===== config.mk =====
export PLATFORM = sky130hd
export DESIGN_NAME = mem_access_ctrl
export DESIGN_NICKNAME = d
export VERILOG_FILES = /design/src/rtl/mem_access_ctrl.sv
export SDC_FILE = /design/constraint.sdc
export NUM_CORES = 1
export LEC_CHECK = 0
export BUFFER_PORTS_ARGS = -buffer_cell sky130_fd_sc_hd__clkbuf_2
export CORE_MARGIN = 10
export CORE_UTILIZATION = 35
export CTS_CLUSTER_SIZE = 28
export DETAILED_ROUTE_END_ITERATION = 10
export GPL_ROUTABILITY_DRIVEN = 0
export MAX_ROUTING_LAYER = met4
export PLACE_DENSITY_LB_ADDON = 0.3
export SYNTH_ARGS = -nofsm -noshare
export SYNTH_HDL_FRONTEND = slang
export SYNTH_SLANG_ARGS = --single-unit

===== constraint.sdc =====
create_clock -name clk -period 2.05 [get_ports clk]
set_clock_uncertainty 0.05 [all_clocks]
set_input_delay 0.1025 -clock clk [delete_from_list [all_inputs] [get_ports clk]]
set_output_delay 0.1025 -clock clk [all_outputs]
set_load 0.05 [all_outputs]

===== src/rtl/mem_access_ctrl.sv =====
// M-stage memory sequencer: serialises up to two slot accesses of an issued pair onto one
// req/ack port, slot 1 first. Optional ack timeout is enabled by defining MEMCTL_TIMEOUT_EN.
module mem_access_ctrl #(
    parameter int unsigned ADDR_W         = 32,
    parameter int unsigned DATA_W         = 32,
    parameter int unsigned TIMEOUT_CYCLES = 64
) (
    input  logic              clk,
    input  logic              reset,
    input  logic              memtoregm,
    input  logic              memwritem,
    input  logic [ADDR_W-1:0] aluoutm,
    input  logic [DATA_W-1:0] writedatam,
    input  logic              memtoregm2,
    input  logic              memwritem2,
    input  logic [ADDR_W-1:0] aluoutm2,
    input  logic [DATA_W-1:0] writedatam2,
    output logic              mem_req,
    output logic              mem_we,
    output logic [ADDR_W-1:0] mem_addr,
    output logic [DATA_W-1:0] mem_wdata,
    input  logic [DATA_W-1:0] mem_rdata,
    input  logic              mem_ack,
    output logic [DATA_W-1:0] readdatam,
    output logic [DATA_W-1:0] readdatam2,
    output logic              stallm,
    output logic              stallw,
    output logic              mem_err
);

    if (TIMEOUT_CYCLES < 2) begin : g_bad_timeout
        $error("TIMEOUT_CYCLES must be at least 2");
    end

    typedef enum logic [1:0] {StIdle, StAcc1, StAcc2, StDone} state_e;

    state_e state_q, state_d;

    logic need1, need2;
    logic write1, write2;
    logic load1, load2;
    logic abort;
    logic acc_done;
    logic [DATA_W-1:0] cap_data;
    logic [DATA_W-1:0] readdata1_q, readdata1_d;
    logic [DATA_W-1:0] readdata2_q, readdata2_d;

    assign need1  = memtoregm | memwritem;
    assign need2  = memtoregm2 | memwritem2;
    assign write1 = memwritem;
    assign write2 = memwritem2;
    // A slot flagged as both load and store behaves as a store and captures nothing.
    assign load1  = memtoregm & ~memwritem;
    assign load2  = memtoregm2 & ~memwritem2;

`ifdef MEMCTL_TIMEOUT_EN
    localparam int unsigned CntW = $clog2(TIMEOUT_CYCLES) + 1;

    logic [CntW-1:0] cnt_q, cnt_d;
    logic            err_q;
    logic            in_acc;

    assign in_acc = (state_q == StAcc1) || (state_q == StAcc2);
    assign abort  = in_acc && !mem_ack && (cnt_q == CntW'(TIMEOUT_CYCLES - 1));

    // Leaving ACCx (ack or abort) zeroes the count, so every access starts from 0.
    always_comb begin
        cnt_d = '0;
        if (in_acc && !mem_ack && !abort) begin
            cnt_d = cnt_q + CntW'(1);
        end
    end

    always_ff @(posedge clk) begin
        if (reset) begin
            cnt_q <= '0;
            err_q <= 1'b0;
        end else begin
            cnt_q <= cnt_d;
            if (abort) begin
                err_q <= 1'b1;
            end
        end
    end

    assign mem_err = err_q;
`else
    assign abort   = 1'b0;
    assign mem_err = 1'b0;
`endif

    assign acc_done = mem_ack | abort;
    assign cap_data = abort ? '0 : mem_rdata;

    always_comb begin
        state_d     = state_q;
        readdata1_d = readdata1_q;
        readdata2_d = readdata2_q;
        mem_req     = 1'b0;
        mem_we      = 1'b0;
        mem_addr    = '0;
        mem_wdata   = '0;
        stallm      = 1'b0;

        unique case (state_q)
            StIdle: begin
                if (need1) begin
                    state_d = StAcc1;
                end else if (need2) begin
                    state_d = StAcc2;
                end
                stallm = need1 | need2;
            end
            StAcc1: begin
                mem_req   = 1'b1;
                mem_we    = write1;
                mem_addr  = aluoutm;
                mem_wdata = writedatam;
                stallm    = 1'b1;
                if (acc_done) begin
                    state_d = need2 ? StAcc2 : StDone;
                    if (load1) begin
                        readdata1_d = cap_data;
                    end
                end
            end
            StAcc2: begin
                mem_req   = 1'b1;
                mem_we    = write2;
                mem_addr  = aluoutm2;
                mem_wdata = writedatam2;
                stallm    = 1'b1;
                if (acc_done) begin
                    state_d = StDone;
                    if (load2) begin
                        readdata2_d = cap_data;
                    end
                end
            end
            StDone: begin
                // Stall drops here so the hazard controller advances the pair this cycle.
                state_d = StIdle;
            end
            default: begin
                state_d = StIdle;
            end
        endcase
    end

    always_ff @(posedge clk) begin
        if (reset) begin
            state_q     <= StIdle;
            readdata1_q <= '0;
            readdata2_q <= '0;
        end else begin
            state_q     <= state_d;
            readdata1_q <= readdata1_d;
            readdata2_q <= readdata2_d;
        end
    end

    assign readdatam  = readdata1_q;
    assign readdatam2 = readdata2_q;
    assign stallw     = stallm;

endmodule


# Yosys cells after proc, flatten, opt, wreduce, memory -nomap -nowiden
# Index checks and enable logic that the tools add are counted.
# totals
reg_bits	66
in_bits	167
out_inout_bits	133
word_cells	32
# classes
n_eq_ne	6
muxes	11
n_bitwise	7
n_reduce_logical	5
# ops
cell	n
$pmux W32 S2	2
$reduce_and A3 Y1	3
$mux W2	4
$pmux W2 S4	1
$eq A2 B2 Y1 const B	2
$ne A2 B2 Y1 const B	2
$pmux W1 S2	2
$ne A3 B3 Y1 const B	1
$or A1 B1 Y1	3
$and A1 B1 Y1	2
$eq A2 B1 Y1 const B	1
$logic_not A2 Y1	1
$mux W1	2
$not A1 Y1	2
$reduce_or A2 Y1	1

# Logic depth before layout (Yosys ltp)
# Gate-level depths: netlist of run 1.
# logic_depth
word_depth	4
ltp_mapped	7
ltp_nobuf	5

# Worst setup path after synthesis of run 1
# No wires, ideal clock.
# synth_path
path_type	register to output
from	register state_q[0]
to	output stallw
arrival_ns	2.414
required_ns	1.898
path_slack_ns	-0.516
stages_incl_launch_ff	7
n_path_buf	2
path_cell_list	dfxtp_1 inv_1 ha_1 clkbuf_1 a21oi_1 nor2_1 buf_4
# synth_via
elab_chain_len	3
elab_cells_between_ends	5
classes_between	2 x eq/ne; 1 x mux; 2 x reduce/logical
# synth_rtl
element	line_no	text
start, declared	37	state_e state_q, state_d;
start signal, assigned	152	state_q <= StIdle;
start signal, assigned	156	state_q <= state_d;
$eq A2 B2 Y1 / $eq A2 B1 Y1 (equally long branches)	105	unique case (state_q)
$reduce_or A2 Y1 (no line)	--	
$pmux W1 S2 *	105	
end, declared	27	output logic stallw,
# Mark *: on every way between the ends. The rest lies on a longest branch, timed or not.

# Worst setup path after layout of run 1
# layout_path
from	register state_q[0]
to	output mem_wdata[16]
# layout_via
elab_chain_len	2
elab_cells_between_ends	3
classes_between	2 x eq/ne; 1 x mux
# layout_rtl
element	line_no	text
$eq A2 B2 Y1 / $eq A2 B1 Y1 (equally long branches)	105	
$pmux W32 S2 *	105	
end, declared	21	output logic [DATA_W-1:0] mem_wdata,
# Marks and branches as above.

==> results of run 1 <==
==> logic make-up after synthesis <==
| kind of cell | after synthesis | synth area share, % |
|---|---|---|
| AO/OA/AOI/OAI | 137 | 25.0 |
| adder cells (fa/ha/maj) | 6 | 2.17 |
| buffers and inverters | 46 | 6.50 |
| flip-flops | 66 | 38.2 |
| other | 1 | 0.108 |
| AND/OR/NAND/NOR | 205 | 28.1 |
==> final timing paths <==
kind,to,slack (ns),cells after the start
setup / recovery,mem_wdata[16],0.1,6
hold / removal,state_q[0],0.13,4
setup reg to reg,readdatam2[27],0.40,6
hold reg to reg,readdatam[0],0.41,2
==> sequential cells by signal, indices dropped and copies added (netlist names) <==
name / count
readdatam: 32
state_q: 2
readdatam2: 32
==> power groups by stage <==
stage | combinational (uW) | sequential, uW | clock (uW)
CTS | 5450 | 1400 | 1130
global placement | 4950 | 1420 | 0
floorplan | 3590 | 1570 | 0
global route | 5860 | 1420 | 1190
detailed placement | 5020 | 1430 | 0
finish | 5610 | 1410 | 1100
==> layout by cell type (no fill, tap or decap), types with 2 or more instances in the layout <==
cell and count:
sky130_fd_sc_hd__dfxtp_2 2, sky130_fd_sc_hd__a31oi_1 2, sky130_fd_sc_hd__ha_4 3, sky130_fd_sc_hd__ha_1 3
sky130_fd_sc_hd__clkbuf_4 36, sky130_fd_sc_hd__clkbuf_8 10, sky130_fd_sc_hd__clkbuf_2 235, sky130_fd_sc_hd__nand4b_1 2
sky130_fd_sc_hd__inv_2 2, sky130_fd_sc_hd__clkinv_2 2, sky130_fd_sc_hd__nand2_1 129, sky130_fd_sc_hd__a22oi_2 15
sky130_fd_sc_hd__and4b_1 2, sky130_fd_sc_hd__a22oi_1 50, sky130_fd_sc_hd__dfxtp_1 64, sky130_fd_sc_hd__nor2b_2 52
sky130_fd_sc_hd__nor2b_4 13, sky130_fd_sc_hd__a21oi_1 66, sky130_fd_sc_hd__buf_2 5, sky130_fd_sc_hd__buf_12 16
sky130_fd_sc_hd__buf_4 17, sky130_fd_sc_hd__dlygate4sd3_1 32
==> metal layers <==
| layer | part of all wire, % | track usage [%] | routed length (um) |
|---|---|---|---|
| met1 | 39 | 27.1 | 6820 |
| met2 | 50 | 38.7 | 8720 |
| met3 | 8.4 | 5.90 | 1460 |
| met4 | 1.7 | 5.96 | 297 |
| met5 | 0 | - | 0 |
==> worst register-to-register path, stage by stage (launching register included) <==
cell and delay [ns]:
sky130_fd_sc_hd__dfxtp_2 0.41, sky130_fd_sc_hd__inv_2 0.10, sky130_fd_sc_hd__ha_4 0.20, sky130_fd_sc_hd__nand4b_1 0.11, sky130_fd_sc_hd__buf_4 0.35, sky130_fd_sc_hd__nand2_1 0.18
sky130_fd_sc_hd__a21oi_1 0.18
==> Yosys cell counts <==
cell type,number,share of area [%]
sky130_fd_sc_hd__buf_2,18,2.6
sky130_fd_sc_hd__and4b_1,2,0.58
sky130_fd_sc_hd__buf_1,1,0.11
sky130_fd_sc_hd__or3b_1,1,0.25
sky130_fd_sc_hd__nand3_1,1,0.14
sky130_fd_sc_hd__dfxtp_1,66,38
sky130_fd_sc_hd__o21a_1,1,0.22
sky130_fd_sc_hd__or4_1,1,0.22
sky130_fd_sc_hd__nor3b_1,1,0.22
sky130_fd_sc_hd__nor2_1,1,0.11
sky130_fd_sc_hd__o21ba_2,1,0.29
sky130_fd_sc_hd__o311ai_0,1,0.25
sky130_fd_sc_hd__inv_1,2,0.22
sky130_fd_sc_hd__nand2_1,129,14
sky130_fd_sc_hd__nand2b_1,1,0.18
sky130_fd_sc_hd__buf_4,8,1.7
sky130_fd_sc_hd__nor2b_1,65,12
sky130_fd_sc_hd__nand4b_1,2,0.51
sky130_fd_sc_hd__a31oi_1,2,0.36
sky130_fd_sc_hd__ha_1,6,2.2
sky130_fd_sc_hd__o21bai_1,1,0.22
sky130_fd_sc_hd__a22oi_1,65,14
sky130_fd_sc_hd__nor4_1,1,0.18
sky130_fd_sc_hd__a21oi_1,66,9.5
sky130_fd_sc_hd__conb_1,1,0.11
sky130_fd_sc_hd__clkbuf_1,17,1.8
==> area by class of cell <==
cell class / count / area (sq um) / share of cell area, %
antenna: 1 / 2.50 / 0.0401
sequential: 66 / 1320 / 21.2
clock buffer: 10 / 138 / 2.20
timing repair buffer: 343 / 2280 / 36.5
inverter: 2 / 7.51 / 0.120
multi-input combinational: 349 / 2260 / 36.3
tap: 133 / 166 / 2.66
clock inverter: 6 / 65.1 / 1.04
==> per-stage QoR <==
stage,power [uW],TNS (ns)
after global placement,6370,0
final,8120,0
after detailed placement,6450,0
after CTS,7980,-0.0111
after floorplan,5160,-2.44
after global routing,8470,0
==> what timing repair did <==
| action | in CTS | in global routing |
|---|---|---|
| hold buffers | 32 | 0 |
| endpoints found under the hold margin | 64 | 0 |
| setup buffers | 0 | 2 |
| endpoints found under the setup margin | 68 | 64 |
| gates resized for setup | 59 | 39 |
| gates cloned | 1 | 0 |
| pin swaps | 0 | 1 |
==> results, run 1 <==
- The critical path arrival is 1.80 ns.
- The maximum level of the CTS H-tree is 3.
- Synthesis handed over a netlist of 461 instances.
- The tool flagged a number of max-cap violations equal to 0.
- The first TritonRoute pass finished after 5 iterations.
- The global-route wire length before repair is 26200 um.
- The leakage component of the power is 0.00271 uW.
- The type of the worst setup path is flip-flop to output pin.
- The utilization after layout is 64.5%.
- At the pin with the least slew margin, the transition time is 0.599 ns.
- The portion of the clock cycle consumed by the worst path in the final layout is 95.1%.
- The flow ran to the end, and the final reports show no timing, DRC or antenna violations.
- The largest net degree at the start of global routing is 41.
- The wire length reported by the detailed router is 17300 um.
- For this run, design rule violations remaining after detail routing come to 0.
- At the end of the flow, the number of nets in the layout was 944.
- The worst setup path is captured at an output pin.
- The analysis attributes to net switching a power of 3970 uW.
- At the later pin of the worst-skew pair, clock insertion delay measures 0.33 ns.
- The final count of hold timing violations is 0.
- STA classifies the critical path startpoint as a flip-flop.
- Setup repair after global routing left no endpoint under its margin.
- The fill cell total of the finished layout is 783.
- After clock tree synthesis, the clock-pin slew on the worst setup and hold paths is 0.07 ns.
- The global-route total usage across every layer is 23.1%.
- The die is 119 um tall.
- The maximum single-stage delay on the critical path is 0.41 ns.
- The total half-perimeter wirelength after legalization and detailed placement is 13200 um.
- In this run the worst path has a maximum fanout of 33.
- The deepest clock path buffer count is 2.
- Timing would allow up to 513 MHz.
- TritonCTS created 9 clock buffers.
- The signal on the critical path passes through inv_2, ha_4, buf_12, a22oi_1, nor2b_2, buf_4.
- The share of post-route cells with drive strength above 1 is 53.6%.
- Data on the critical path is required at its endpoint by 1.90 ns.
- The path type of the worst min-delay path is primary input to flip-flop.
- The remaining antenna violation count is 0.
- The shortest period the worst path allows is 1.95 ns.
- The sum of overflow across all layers after global routing is 0.
- The total via count in the routed design is 4589.
- The floorplan step defined a die boundary enclosing 14300 sq um.
- Once the floorplan was initialized, standard cells occupied 35.8% of the core.
- The worst slew slack as a fraction of its limit is 60.0%.
- Counting both buffers and inverters, the worst setup path holds a total of 3.
- Net switching is 48.9% of the power.
- The category of cells accounting for the largest share of critical-path delay is buffers and inverters.
- IR analysis of the VDD net gives a maximum drop of 0.00106 V.
- Before CTS, the worst setup slack after placement is 0.148 ns.
- The core region is 9680 sq um.
- The number of nets in the synthesized netlist is 634.
- The finished layout cell area is 6250 sq um.
- The startpoint of the worst hold path is memtoregm2.
- Tracing the worst setup path back leads to its startpoint at state_q[0].
- The clock network is responsible for 13.5% of the overall power.
- From synthesis to final layout, the design area changed by 80.3%.
- Dividing the detail-routed wire length by the instance count gives 19.0 um.
- The TritonCTS clock tree is yes.
- The count of boundary I/O pins is 300.
- Dividing the detail-routed via count by the number of cells gives 5.04.
- The unique cell type count in the Yosys netlist is 26.
- The mapped netlist covers 3460 sq um.
- The synthesized area per cell is 7.51 sq um.
- The worst path setup slack after routing is 0.0995 ns.
- The register bit count reported by yosys is 66.
- The via count of the first global-routing pass came to 4680.
- In this run the horizontal extent of the chip is 119 um.
- The combinational power share is 69.1%.
- Summing all placed instances gives a cell area of 5430 sq um.
- The initial antenna violation count is 1.
- The share of the yosys chip area belonging to registers is 38.2%.
- The worst register-to-register path begins at state_q[0].
- Clock tree synthesis found a total of 66 sinks.
- The number of cells in the design after placement is 858.
- The number of DRC violations after detailed-routing iteration 0 is 364.
- In this run the core area contains 36 standard-cell rows.
- The max-slew violation total from the final report is 0.
- The finished layout holds 910 standard cells, fillers aside.
- The number of buffers inserted by port buffering is 298.
- For this design the ratio of total power to cell area is 1300 nW/um^2.
- The cell at the root of the clock tree is sky130_fd_sc_hd__clkbuf_8.
- The slowest stage of the critical path belongs to the cell sky130_fd_sc_hd__dfxtp_2.
- The worst slack on hold paths is 0.130 ns.
- The sequential share of power is 17.4%.
- The Yosys step of the flow raised 0 warnings.
- Cell internal power was estimated by the tool at 4160 uW.
- The number of endpoints failing setup at the final stage is 0.
(Power assumes the default switching activity.)
==> run 2: changes to the inputs <==
BUFFER_PORTS_ARGS = -buffer_cell sky130_fd_sc_hd__buf_2   (was -buffer_cell sky130_fd_sc_hd__clkbuf_2)
==> results, run 2 (synthesis gave the netlist of run 1 again) <==
- The run finished with clean final reports.
- The critical path arrival is 1.86 ns (+0.06 ns).
- The total via count in the routed design is 4655 (+1.4%).
- The height of the die is 119 um (unchanged).
- The startpoint of the worst hold path is memwritem.
- The startpoint identified for the worst register-to-register timing path is state_q[0].
- The iteration count of the initial detailed-routing pass is 5 (unchanged).
- The TritonCTS clock tree is yes.
- The maximum clock frequency is 497 MHz (-3.0%).
- The power after layout was 8090 uW (-0.41%).
- The initial standard-cell utilization of the core was 35.8% (unchanged).
- The placement row count is 36 (unchanged).
- The deepest clock path buffer count is 2 (unchanged).
- The placeable core area is 9680 sq um (unchanged).
- The layout-stage area growth over the synthesis result is 76.0%.
- The maximum level of the CTS H-tree is 3 (unchanged).
- The number of DRC violations after detailed-routing iteration 0 is 354 (-2.7%).
- The largest net degree at the start of global routing was 56 (+37%).
- The clock slew at the register clock pins of the worst setup and hold paths came to 0.07 ns (about the same).
- The leakage component of the power is 0.00273 uW (+0.73%).
- The count of boundary I/O pins is 300 (unchanged).
- The initial antenna violation count was 5 (+4).
- The area of the die came to 14300 sq um (unchanged).
- The share of post-route cells with drive strength above 1 was 52.5% (-1.1 points).
- The global-route wire length before repair is 26100 um (-0.37%).
- The routed wire length per instance came to 19.2 um (+0.76%).
- The library cell used most frequently in the layout, excluding fill and tap cells, is sky130_fd_sc_hd__buf_2.
- The later-pin clock latency in the skew report is 0.33 ns (about the same).
- The endpoint of the most critical register-to-register path is readdatam2[4].
- The power density over the cells was 1330 nW/um^2 (+2.0%).
- The max-slew violation total from the final report is 0 (unchanged).
- STA classifies the critical path endpoint as an output pin.
- The slew of the pin with the lowest slew margin is 0.596 ns (-0.00306 ns).
- The total of max-cap violations is 0 (unchanged).
- The post-layout instance count excluding filler cells is 913 (+0.33%).
- The type of the worst setup path is flip-flop to output pin.
- The number of stages on the worst hold path is 4 (unchanged).
- The number of nets in the final layout was 943 (-0.11%).
- The number of sinks driven by the clock tree is 66 (unchanged).
- The path depth of the worst reg2reg path was 7 (+1).
- The clock buffer count from CTS is 9 (unchanged).
- STA classifies the critical path startpoint as a flip-flop.
- The vias per cell is 5.10 (+1.1%).
- The end point of the most critical hold path is state_q[0].
- The maximum ir drop on the vdd rail was 0.000988 V (-6.4%).
- The instance area at placement is 5270 sq um (-2.9%).
- The final count of hold timing violations is 0 (unchanged).
- The data required time at the worst endpoint is 1.90 ns (about the same).
- The via count of the first global-routing pass came to 4730 (+1.1%).
- The number of buffers inserted by port buffering is 298 (unchanged).
- The cell at the root of the clock tree is sky130_fd_sc_hd__clkbuf_8.
- The wire length reported by the detailed router is 17500 um (+1.1%).
- The worst setup path startpoint is state_q[1].
- The shortest period the worst path allows was 2.01 ns (+0.0605 ns).
- The remaining antenna violation count is 0 (unchanged).
- The setup slack on the worst flop-to-flop path came to 0.31 ns (-0.09 ns).
- The sum of overflow across all layers after global routing is 0 (unchanged).
- The top cell types in the final layout, fill and taps aside, are sky130_fd_sc_hd__buf_2 (257), sky130_fd_sc_hd__nand2_1 (129), sky130_fd_sc_hd__a21oi_1 (66).
- The portion of the clock cycle consumed by the worst path in the final layout is 98.1% (+3.0 points).
- Setup repair after global routing left no endpoint under its margin.
- The finished layout cell area was 6100 sq um (-2.4%).
- The number of DRC violations after detailed routing is 0 (unchanged).
- The number of cells in the design after placement was 857 (-0.12%).
- The worst-path maximum fanout came to 27 (-18%).
- The total half-perimeter wirelength after legalization and detailed placement is 12900 um (-2.3%).
- The number of endpoints failing setup at the final stage was 0 (unchanged).
- The worst hold path belongs to the class primary input to flip-flop.
- The global-route total usage across every layer is 23.3% (+0.14 points).
- The die outline width is 119 um (unchanged).
- The worst slew slack as a fraction of its limit is 60.2% (+0.20 points).
-- run 2: stage by stage --
stage / setup TNS (ns) / hold slack [ns] / utilization, % / worst slack, ns
after detailed placement: 0 / 0.312 / 54.5 / 0.126
after global placement: 0 / 0.302 / 54.5 / 0.234
after floorplan: -2.44 / 0.189 / - / -0.0870
after global routing: 0 / 0.150 / 63.0 / 0.000266
final: 0 / 0.125 / 63.0 / 0.0390
after CTS: -0.00989 / 0.0892 / 61.9 / -0.00406
-- run 2: per-layer routing --
layer / vias to the layer above / global-route usage [%] / wire length, um
li1: 2197 / - / -
met5: - / - / 0
met4: 0 / 8.37 / 444
met1: 2149 / 25.0 / 6440
met3: 37 / 9.68 / 2010
met2: 272 / 37.9 / 8600
-- run 2: layout make-up --
type | instances | area (sq um)
timing repair buffer | 342 | 2130
antenna | 5 | 12.5
tap | 133 | 166
fill | 821 | 3590
multi-input combinational | 349 | 2230
sequential | 66 | 1320
inverter | 2 | 7.51
clock buffer | 9 | 124
clock inverter | 7 | 101
-- run 2: worst max-delay path: stages, from the launching register on --
cell                        delay (ns)
sky130_fd_sc_hd__dfxtp_2          0.39
sky130_fd_sc_hd__inv_1            0.14
sky130_fd_sc_hd__ha_4             0.22
sky130_fd_sc_hd__clkbuf_16        0.20
sky130_fd_sc_hd__a22oi_1          0.30
sky130_fd_sc_hd__nor2b_4          0.10
sky130_fd_sc_hd__buf_12           0.16
-- run 2: worst max-delay path by stage --
stage                      to  slack, ns  depth (start not counted)
6_report         mem_wdata[8]       0.04                          6
5_1_grt         mem_wdata[21]     0.0003                          6
4_1_cts          mem_addr[30]     -0.004                          6
3_5_place_dp   readdatam2[17]       0.13                          7
3_3_place_gp   readdatam2[11]       0.23                          7
2_1_floorplan    mem_addr[26]      -0.09                          5
-- run 2: what timing repair did --
item / 4_1_cts / 5_1_grt
buffers inserted: 0 / 0
endpoints found under the hold margin: 64 / 0
hold buffers: 32 / 0
gates resized for setup: 40 / 22
cloned: 2 / 1
endpoints found under the setup margin: 67 / 90
-- run 2: where the power goes --
group	switching, uW	total (uW)	internal [uW]
clock network	526	1220	692
logic	3400	5460	2060
registers	61.0	1410	1350
total	3990	8090	4100
==> run 3: changes to the inputs <==
CELL_PAD_IN_SITES_DETAIL_PLACEMENT = 0   (was not set)
CELL_PAD_IN_SITES_GLOBAL_PLACEMENT = 1   (was not set)
CORE_UTILIZATION = 25   (was 35)
==> results, run 3 (synthesis gave the netlist of run 1 again) <==
- The run finished with clean final reports.
- The maximum single-stage delay on the critical path is 0.42 ns (+0.03 ns).
- The count of boundary I/O pins is 300 (unchanged).
- The maximum level of the CTS H-tree was 3 (unchanged).
- The flip-flop and latch area is 1330 sq um (+0.19%).
- The number of nets in the final layout is 944 (+0.11%).
- The total of max-cap violations is 0 (unchanged).
- The setup slack on the worst flop-to-flop path is 0.45 ns (+0.14 ns).
- The area of the die came to 19000 sq um (+33%).
- The number of endpoints failing setup at the final stage is 0 (unchanged).
- The final count of hold timing violations was 0 (unchanged).
- The worst setup path is launched from a flip-flop.
- The initial standard-cell utilization of the core is 25.8% (-9.9 points).
- The global-route total usage across every layer is 17.1% (-6.2 points).
- The max-slew violation total from the final report is 0 (unchanged).
- The data required time at the worst endpoint came to 1.90 ns (about the same).
- The leakage component of the power is 0.00274 uW (+0.18%).
- The shortest period the worst path allows is 1.99 ns (-0.0181 ns).
- The layout-stage area growth over the synthesis result is 78.9%.
- The endpoint of the most critical register-to-register path is state_q[1].
- The library cell used most frequently in the layout, excluding fill and tap cells, is sky130_fd_sc_hd__buf_2.
- The instance area at placement is 5360 sq um (+1.5%).
- The routed wire length per instance came to 18.0 um (-6.1%).
- The clock buffer count from CTS is 9 (unchanged).
- The later-pin clock latency in the skew report is 0.32 ns (about the same).
- The iteration count of the initial detailed-routing pass is 4 (-1).
- The fill cell total of the finished layout is 1348 (+64%).
- The sum of overflow across all layers after global routing is 0 (unchanged).
- The largest net degree at the start of global routing was 65 (+16%).
- The cell at the root of the clock tree is sky130_fd_sc_hd__clkbuf_16.
- The deepest clock path buffer count is 2 (unchanged).
- The number of sinks driven by the clock tree is 66 (unchanged).
- The number of cells in the design after placement is 902 (+5.3%).
- The maximum ir drop on the vdd rail was 0.000936 V (-5.2%).
- TritonCTS built the clock tree.
- The vias per cell is 4.77 (-6.5%).
- The placeable core area is 13400 sq um (+38%).
- The total area of multi-input combinational cells is 2170 sq um (-2.7%).
- The worst-path maximum fanout came to 34 (+26%).
- The post-layout instance count excluding filler cells is 953 (+4.4%).
- The number of DRC violations after detailed routing is 0 (unchanged).
- The slowest cell on the critical path is sky130_fd_sc_hd__ha_2.
- The number of DRC violations after detailed-routing iteration 0 is 204 (-42%).
- The critical path in this run is classified as flip-flop to output pin.
- The path depth of the worst reg2reg path is 6 (-1).
- The finished layout cell area is 6200 sq um (+1.6%).
- The tightest min-delay check is of the primary input to flip-flop type.
- The height of the die is 138 um (+15%).
- The startpoint identified for the worst register-to-register timing path is state_q[1].
- The die outline width was 138 um (+15%).
- The power density over the cells was 1310 nW/um^2 (-1.5%).
- The clock slew at the register clock pins of the worst setup and hold paths is 0.05 ns (-0.02 ns).
- The worst slack on hold paths came to 0.134 ns (+0.00940 ns).
- The number of buffers inserted by port buffering came to 298 (unchanged).
- The portion of the clock cycle consumed by the worst path in the final layout was 97.2% (-0.88 points).
- The startpoint of the worst hold path is memtoregm.
- The number of stages on the worst hold path came to 4 (unchanged).
- The worst setup path is captured at an output pin.
- The via count of the first global-routing pass is 4636 (-2.0%).
- The total half-perimeter wirelength after legalization and detailed placement came to 13100 um (+1.5%).
- The placement row count is 42 (+17%).
- The path with the worst hold slack has its endpoint at state_q[0].
- The maximum clock frequency is 502 MHz (+0.91%).
- The wire length reported by the detailed router came to 17100 um (-2.0%).
- The share of post-route cells with drive strength above 1 is 51.2% (-1.4 points).
- The critical path goes through inv_1, ha_2, buf_12, a21oi_1, nor2_4, buf_4.
- The global-route wire length before repair is 25000 um (-4.3%).
- The top cell types in the final layout, fill and taps aside, are sky130_fd_sc_hd__buf_2 (231), sky130_fd_sc_hd__nand2_1 (129), sky130_fd_sc_hd__a21oi_1 (66).
- The initial antenna violation count is 3 (-2).
- Setup repair after global routing could not meet its margin everywhere.
- The critical path arrival is 1.84 ns (-0.02 ns).
- The total via count in the routed design was 4544 (-2.4%).
- The remaining antenna violation count is 0 (unchanged).
==> run 3: worst max-delay path, delay by kind of cell (launching register included) <==
kind	cells	cell delay [ns]
buffers and inverters	3	0.52
flip-flops	1	0.36
AND/OR/NAND/NOR	1	0.13
adder cells (fa/ha/maj)	1	0.42
AO/OA/AOI/OAI	1	0.08
==> run 3: routing by layer <==
metal / GRT usage (%) / wire length [um] / vias to the layer above / share of wire, %
met5: - / 0 / - / 0
met4: 5.16 / 225 / 0 / 1.3
met3: 6.48 / 1820 / 20 / 11
met2: 28.8 / 8610 / 212 / 50
met1: 18.3 / 6480 / 2115 / 38
li1: - / - / 2197 / -
==> run 3: through the flow <==
| step | TNS (ns) | util [%] | total power (uW) | setup slack [ns] |
|---|---|---|---|---|
| after CTS | -0.193 | 45.2 | 7980 | -0.0247 |
| after floorplan | -2.44 | - | 5160 | -0.0870 |
| after global routing | -0.207 | 46.2 | 8510 | -0.0290 |
| after global placement | 0 | 40.0 | 6200 | 0.290 |
| final | 0 | 46.2 | 8100 | 0.0571 |
| after detailed placement | 0 | 40.0 | 6240 | 0.260 |
==> run 3: where the power goes <==
part           internal, uW  total, uW  switching [uW]  leakage (uW)
registers              1360       1410            52.4      0.000534
logic                  2060       5350            3290       0.00208
clock network           831       1340             509      0.000127
total                  4250       8100            3850       0.00274
==> run 3: how the worst max path moves through the flow <==
stage                    start            end  slack, ns  cells after the start
floorplan           state_q[0]   mem_addr[26]      -0.09                      5
global placement    state_q[0]         stallw       0.29                      6
detailed placement  state_q[0]         stallw       0.26                      6
CTS                 state_q[1]  mem_wdata[19]      -0.02                      6
global route        state_q[1]         stallw      -0.03                      6
finish              state_q[1]         stallw       0.06                      6
==> run 3: cell type report <==
cell class / instances / share of cell area (%)
multi-input cells: 349 / 35.0
repair buffers: 343 / 35.6
clock inverters: 3 / 0.283
diodes: 3 / 0.121
inverters: 2 / 0.121
flip-flops and latches: 66 / 21.4
well taps: 176 / 3.55
clock buffers: 11 / 3.92
==> run 3: timing repair <==
action,CTS,global route
resized for setup,37,42
setup buffers,0,0
endpoints found under the setup margin,67,65
hold buffers,32,0
hold endpoints to repair,64,0
gates cloned,1,1
